===== config.mk =====
export PLATFORM = sky130hd
export DESIGN_NAME = data_memory_system
export DESIGN_NICKNAME = d
export VERILOG_FILES = /design/src/rtl/data_memory_pkg.sv /design/src/rtl/data_memory_system_mmio_timer.sv /design/src/rtl/data_memory_system.sv
export SDC_FILE = /design/constraint.sdc
export NUM_CORES = 2
export LEC_CHECK = 0
export ABC_AREA = 1
export CAP_MARGIN = 25
export CORE_MARGIN = 5
export CORE_UTILIZATION = 25
export DETAILED_ROUTE_END_ITERATION = 6
export PLACE_DENSITY = 0.44
export SLEW_MARGIN = 20
export SYNTH_ARGS = -nofsm -noshare
export SYNTH_HDL_FRONTEND = slang
export SYNTH_SLANG_ARGS = --single-unit

===== constraint.sdc =====
create_clock -name clk -period 7.4 [get_ports clk]
set_input_delay 1.48 -clock clk [delete_from_list [all_inputs] [get_ports clk]]
set_output_delay 1.48 -clock clk [all_outputs]
set_load 0.05 [all_outputs]

===== src/rtl/data_memory_pkg.sv =====
// data_memory_pkg: register map, CTRL bit positions and decode result type
package data_memory_pkg;
  localparam logic [31:0] GPIO_OUT_OFS = 32'h00;
  localparam logic [31:0] GPIO_IN_OFS  = 32'h04;
  localparam logic [31:0] CTRL_OFS     = 32'h08;
  localparam logic [31:0] CNT_OFS      = 32'h0C;
  localparam logic [31:0] CMP_OFS      = 32'h10;
  localparam logic [31:0] STAT_OFS     = 32'h14;
  localparam logic [31:0] ERR_CLR_OFS  = 32'h18;
  localparam int CTRL_EN  = 0;
  localparam int CTRL_AR  = 1;
  localparam int CTRL_IRQ = 2;
  typedef enum logic [3:0] {
    SEL_RAM, SEL_GPIO_OUT, SEL_GPIO_IN, SEL_CTRL, SEL_CNT, SEL_CMP, SEL_STAT, SEL_ERR, SEL_NONE
  } sel_e;
endpackage


===== src/rtl/data_memory_system_mmio_timer.sv =====
// mmio_timer: 32-bit compare timer with auto-reload, sticky match flag and level irq
module mmio_timer
  import data_memory_pkg::*;
(
  input  logic        clk,
  input  logic        reset,
  input  logic [31:0] write_data,
  input  logic        wr_ctrl,
  input  logic        wr_cnt,
  input  logic        wr_cmp,
  input  logic        wr_stat,
  output logic [2:0]  ctrl,
  output logic [31:0] cnt,
  output logic [31:0] cmp,
  output logic        match_flag,
  output logic        timer_irq
);
  logic hit;
  assign hit = ctrl[CTRL_EN] && cnt == cmp;
  assign timer_irq = match_flag && ctrl[CTRL_IRQ];
  always_ff @(posedge clk or negedge reset)
    if (!reset) begin
      ctrl       <= '0;
      cnt        <= '0;
      cmp        <= '1;
      match_flag <= 1'b0;
    end else begin
      if (wr_ctrl) ctrl <= write_data[2:0];
      if (wr_cmp) cmp <= write_data;
      // a CPU write to CNT suppresses both the increment and the compare
      if (wr_cnt) cnt <= write_data;
      else if (ctrl[CTRL_EN]) cnt <= (hit && ctrl[CTRL_AR]) ? '0 : cnt + 32'd1;
      if (hit && !wr_cnt) match_flag <= 1'b1;
      else if (wr_stat && write_data[0]) match_flag <= 1'b0;
    end
endmodule


===== src/rtl/data_memory_system.sv =====
// data_memory_system: word RAM plus GPIO and compare-timer registers behind the processor data port
module data_memory_system
  import data_memory_pkg::*;
#(
  parameter int          RAM_WORDS = 64,
  parameter int          GPIO_W    = 8,
  parameter logic [31:0] IO_BASE   = 32'h0000_1000
) (
  input  logic              clk,
  input  logic              reset,
  input  logic [31:0]       direction,
  input  logic [31:0]       write_data,
  input  logic              mem_write,
  output logic [31:0]       read_data,
  output logic [GPIO_W-1:0] gpio_out,
  input  logic [GPIO_W-1:0] gpio_in,
  output logic              timer_irq,
  output logic              bad_addr
);
  localparam int AW = $clog2(RAM_WORDS);
  logic [31:0] ram [RAM_WORDS];
  logic [31:0] addr, ofs, cnt, cmp;
  logic [2:0] ctrl;
  logic match_flag, ram_we;
  logic [GPIO_W-1:0] gpio_s1, gpio_s2;
  sel_e sel;
  assign addr = direction & ~32'h3;
  assign ofs = addr - IO_BASE;
  always_comb
    sel = addr < 32'(RAM_WORDS * 4) ? SEL_RAM
        : addr < IO_BASE             ? SEL_NONE
        : ofs == GPIO_OUT_OFS        ? SEL_GPIO_OUT
        : ofs == GPIO_IN_OFS         ? SEL_GPIO_IN
        : ofs == CTRL_OFS            ? SEL_CTRL
        : ofs == CNT_OFS             ? SEL_CNT
        : ofs == CMP_OFS             ? SEL_CMP
        : ofs == STAT_OFS            ? SEL_STAT
        : ofs == ERR_CLR_OFS         ? SEL_ERR
        :                              SEL_NONE;
  always_comb
    read_data = sel == SEL_RAM      ? ram[direction[AW+1:2]]
              : sel == SEL_GPIO_OUT ? 32'(gpio_out)
              : sel == SEL_GPIO_IN  ? 32'(gpio_s2)
              : sel == SEL_CTRL     ? 32'(ctrl)
              : sel == SEL_CNT      ? cnt
              : sel == SEL_CMP      ? cmp
              : sel == SEL_STAT     ? 32'(match_flag)
              :                       '0;
  // reset held low blocks a store that coincides with the edge
  assign ram_we = reset && mem_write && sel == SEL_RAM;
  always_ff @(posedge clk)
    if (ram_we) ram[direction[AW+1:2]] <= write_data;
  always_ff @(posedge clk or negedge reset)
    if (!reset) begin
      gpio_out <= '0;
      gpio_s1  <= '0;
      gpio_s2  <= '0;
      bad_addr <= 1'b0;
    end else begin
      gpio_s1 <= gpio_in;
      gpio_s2 <= gpio_s1;
      if (mem_write && sel == SEL_GPIO_OUT) gpio_out <= write_data[GPIO_W-1:0];
      if (mem_write && sel == SEL_NONE) bad_addr <= 1'b1;
      else if (mem_write && sel == SEL_ERR) bad_addr <= 1'b0;
    end
  mmio_timer u_timer (
    .clk        (clk),
    .reset      (reset),
    .write_data (write_data),
    .wr_ctrl    (mem_write && sel == SEL_CTRL),
    .wr_cnt     (mem_write && sel == SEL_CNT),
    .wr_cmp     (mem_write && sel == SEL_CMP),
    .wr_stat    (mem_write && sel == SEL_STAT),
    .ctrl       (ctrl),
    .cnt        (cnt),
    .cmp        (cmp),
    .match_flag (match_flag),
    .timer_irq  (timer_irq)
  );
endmodule


==> metrics.yaml <==
worst_ep_required_time_ns: 5.92
rsz0062_at_grt: "no"
cts_buffers: 230
track_usage: 0.167
wl_per_cell_um: 26.6
finalHoldViolCount: 0
synth_area_per_cell_um2: 13.4
vias_per_cell: 4.91
cp-start-kind: "primary input"
path_class: "primary input to output port"
dr.pass1.iters: 5
clock_sinks: 2141
die-area_mm2: 0.351
post-dp-hpwl_mm: 174
syn_area_mm2: 0.0849
place_congestion: 0.845
status: "finished clean"
core_region_area_mm2: 0.339
fin_ws_ns: 0.579
final_common_cell: "edfxtp_1"
drtIter0Drc: 5686
layout.area.seq_mm2: 0.0639
fin_tns_setup_ns: 0
period_needed_ns: 6.82
crit_arrival_ns: 5.34
antenna_found_initial: 28
clock-skew-final_ns: 0.0538
tightestPinTransition_ns: 1.14
die_h_um: 593
fillCellCount: 34133
route.detailed.drc: 0
p_sw_mw: 5.89
fin_crit_sh: 0.922
grt_max_degree: 120
synth_seq_cells: 2141
path_max_fanout: 38
fin_cells: 11343
tritoncts: "built"
io_pins: 117
finalNetCount: 6693
place_inst: 10921
ys_warn_count: 0
drive_gt1_frac: 0.135
power.share.clock: 0.438
cap_violations: 0
vias: 55654
rows: 214
drtAntennaViolNets: 0
p_int_mw: 20.2
synthDistinctLibCells: 46
grt-ovfl-total: 0
cts_root_buffer: "clkbuf_16"
p_leak_nw: 32.6
clk_latency_ns: 0.89
synth_top_area_cell: "edfxtp_1"
finalInstanceArea_mm2: 0.101
synth_edf_count: 2048
slew_headroom: 0.237
multi_input_area_mm2: 0.0194
synth_fp_nets: 6423
synthFlopType: "edfxtp_1"
seqPwrFrac: 0.508
synthTopCellsByArea: "edfxtp_1 72%, o21ai_0 5.9%, nand2_1 3.6%"
max_freq_mhz: 147
cts_buffer_depth: 3
cts_setup_buffers: 0
cts-resized-gates: 0
clk_pin_slew_ns: 0.05
grt_pass1_wl_mm: 425
finalSetupViolCount: 0
ir_drop_v: 0.000270
port_buffers: 114
min_path_type: "register to register"
area_growth_pct: 19.5
netlist.area_leader.share: 0.724
fp.dieW_um: 593
start_util: 0.251
cts_max_level: 4
crit_path_end_kind: "output port"
async_flop_share: 0.0434
grt_pass1_vias: 54642
ys_seq_area_frac: 0.752
postRouteWirelength_mm: 302
syn_inst: 6347
combinationalPowerShare: 0.054
mostFrequentLayoutCells: "2048 x edfxtp_1, 1007 x o21ai_0, 814 x nand2_1"
cts-hold-fix-buffers: 0
placed_cell_area_mm2: 0.0940
swShare: 0.226
power_density_mw_per_mm2: 257
place_ws_ns: 0.633
drv_slew: 0
-- per-stage QoR --
step	util	total power, mW	hold slack [ns]
global route	0.299	27.0	0.351
floorplan	-	14.1	0.331
finish	0.299	26.1	0.346
CTS	0.299	26.4	0.347
detailed placement	0.277	14.9	0.335
global placement	0.277	14.9	0.337
-- worst paths after layout --
check | start | end | slack (ns) | cells past startpoint
max | direction[2] | read_data[18] | 0.58 | 14
min reg2reg | gpio_s1[3]$_DFF_PN0_ | gpio_s2[3]$_DFF_PN0_ | 0.35 | 0
min | gpio_s1[3]$_DFF_PN0_ | gpio_s2[3]$_DFF_PN0_ | 0.35 | 0
max in group asynchronous | reset | u_timer.cnt[23]$_DFFE_PN0P_ | 5.57 | 2
min in group asynchronous | reset | gpio_out[6]$_DFFE_PN0P_ | 0.58 | 1
max reg2reg | u_timer.cnt[0]$_DFFE_PN0P_ | u_timer.cnt[30]$_DFFE_PN0P_ | 4.12 | 16
-- critical path, stage by stage --
cell and delay, ns:
buf_8 0.17, inv_8 0.31, nand2_1 0.21, inv_8 0.39, buf_12 0.29, buf_4 0.27, a22oi_1 0.09, o21ai_0 0.13
nand2_1 0.07, a31oi_1 0.75, or2_2 0.25, o21ai_0 0.29, nand2_1 0.29, buf_12 0.17
-- layer usage --
metal  global-route usage  part of all wire  up-vias
li1                     -                 -    24437
met1                0.234              0.45    28949
met2                0.272              0.47     1914
met3               0.0211             0.056      350
met4               0.0465             0.027        4
met5                    0          0.000070        -
-- synth_stat cells, types with 4 or more instances --
cell	count
nand2_1	816
or2_2	51
a21oi_1	53
nor3_1	40
o21bai_1	9
inv_2	8
o21ai_0	1007
xor2_1	36
o21ai_1	10
edfxtp_1	2048
nor2_1	651
o2111ai_1	28
buf_1	24
dfrtp_1	61
nand3_1	153
clkbuf_1	358
nor4_1	18
nand2_2	4
mux2_4	24
or2_0	5
buf_2	28
a31oi_1	115
o211ai_1	91
xnor2_1	7
nand3_2	4
nand4_1	60
a22oi_1	257
nand3b_1	5
a221oi_1	172
dfstp_2	32
inv_1	146
-- kinds of logic (layout without fill, tap and decap cells) --
| family | Yosys count | count (layout) | share of synthesized area |
|---|---|---|---|
| buffers and inverters | 570 | 1022 | 0.0259 |
| and+or+nand+nor | 1816 | 1816 | 0.0887 |
| muxes | 24 | 24 | 0.00424 |
| AOI/OAI and AO/OA | 1752 | 1752 | 0.125 |
| xor gates and xnor gates | 43 | 43 | 0.00443 |
| DFF | 2141 | 2141 | 0.752 |
| adders and majority gates | 1 | 1 | 0.000147 |
| other | 0 | 8 | 0 |
-- power groups by stage --
stage                     clock, mW  combinational [mW]  sequential, mW
after floorplan                   0               0.574            13.5
after global placement            0                1.40            13.5
after detailed placement          0                1.41            13.5
after CTS                      11.7                1.41            13.3
after global routing           12.2                1.50            13.3
final                          11.4                1.40            13.3
-- final cells by class --
type | instances | area share
Timing Repair Buffer | 451 | 0.0442
Tap cell | 4536 | 0.0559
Inverter | 157 | 0.00608
Clock buffer | 299 | 0.0600
Antenna cell | 8 | 0.000197
Sequential cell | 2141 | 0.629
Multi-Input combinational cell | 3636 | 0.191
Clock inverter | 115 | 0.0132
-- flip-flops by register name, summed over array words and instances, names as in the netlist --
| name | flops |
|---|---|
| u_timer.cnt | 32 |
| gpio_s2 | 8 |
| ram | 2048 |
| u_timer.cmp | 32 |
| u_timer.ctrl | 3 |
| gpio_s1 | 8 |
| u_timer.match_flag | 1 |
| bad_addr | 1 |
| gpio_out | 8 |
Power figures use the tool's default switching activity.
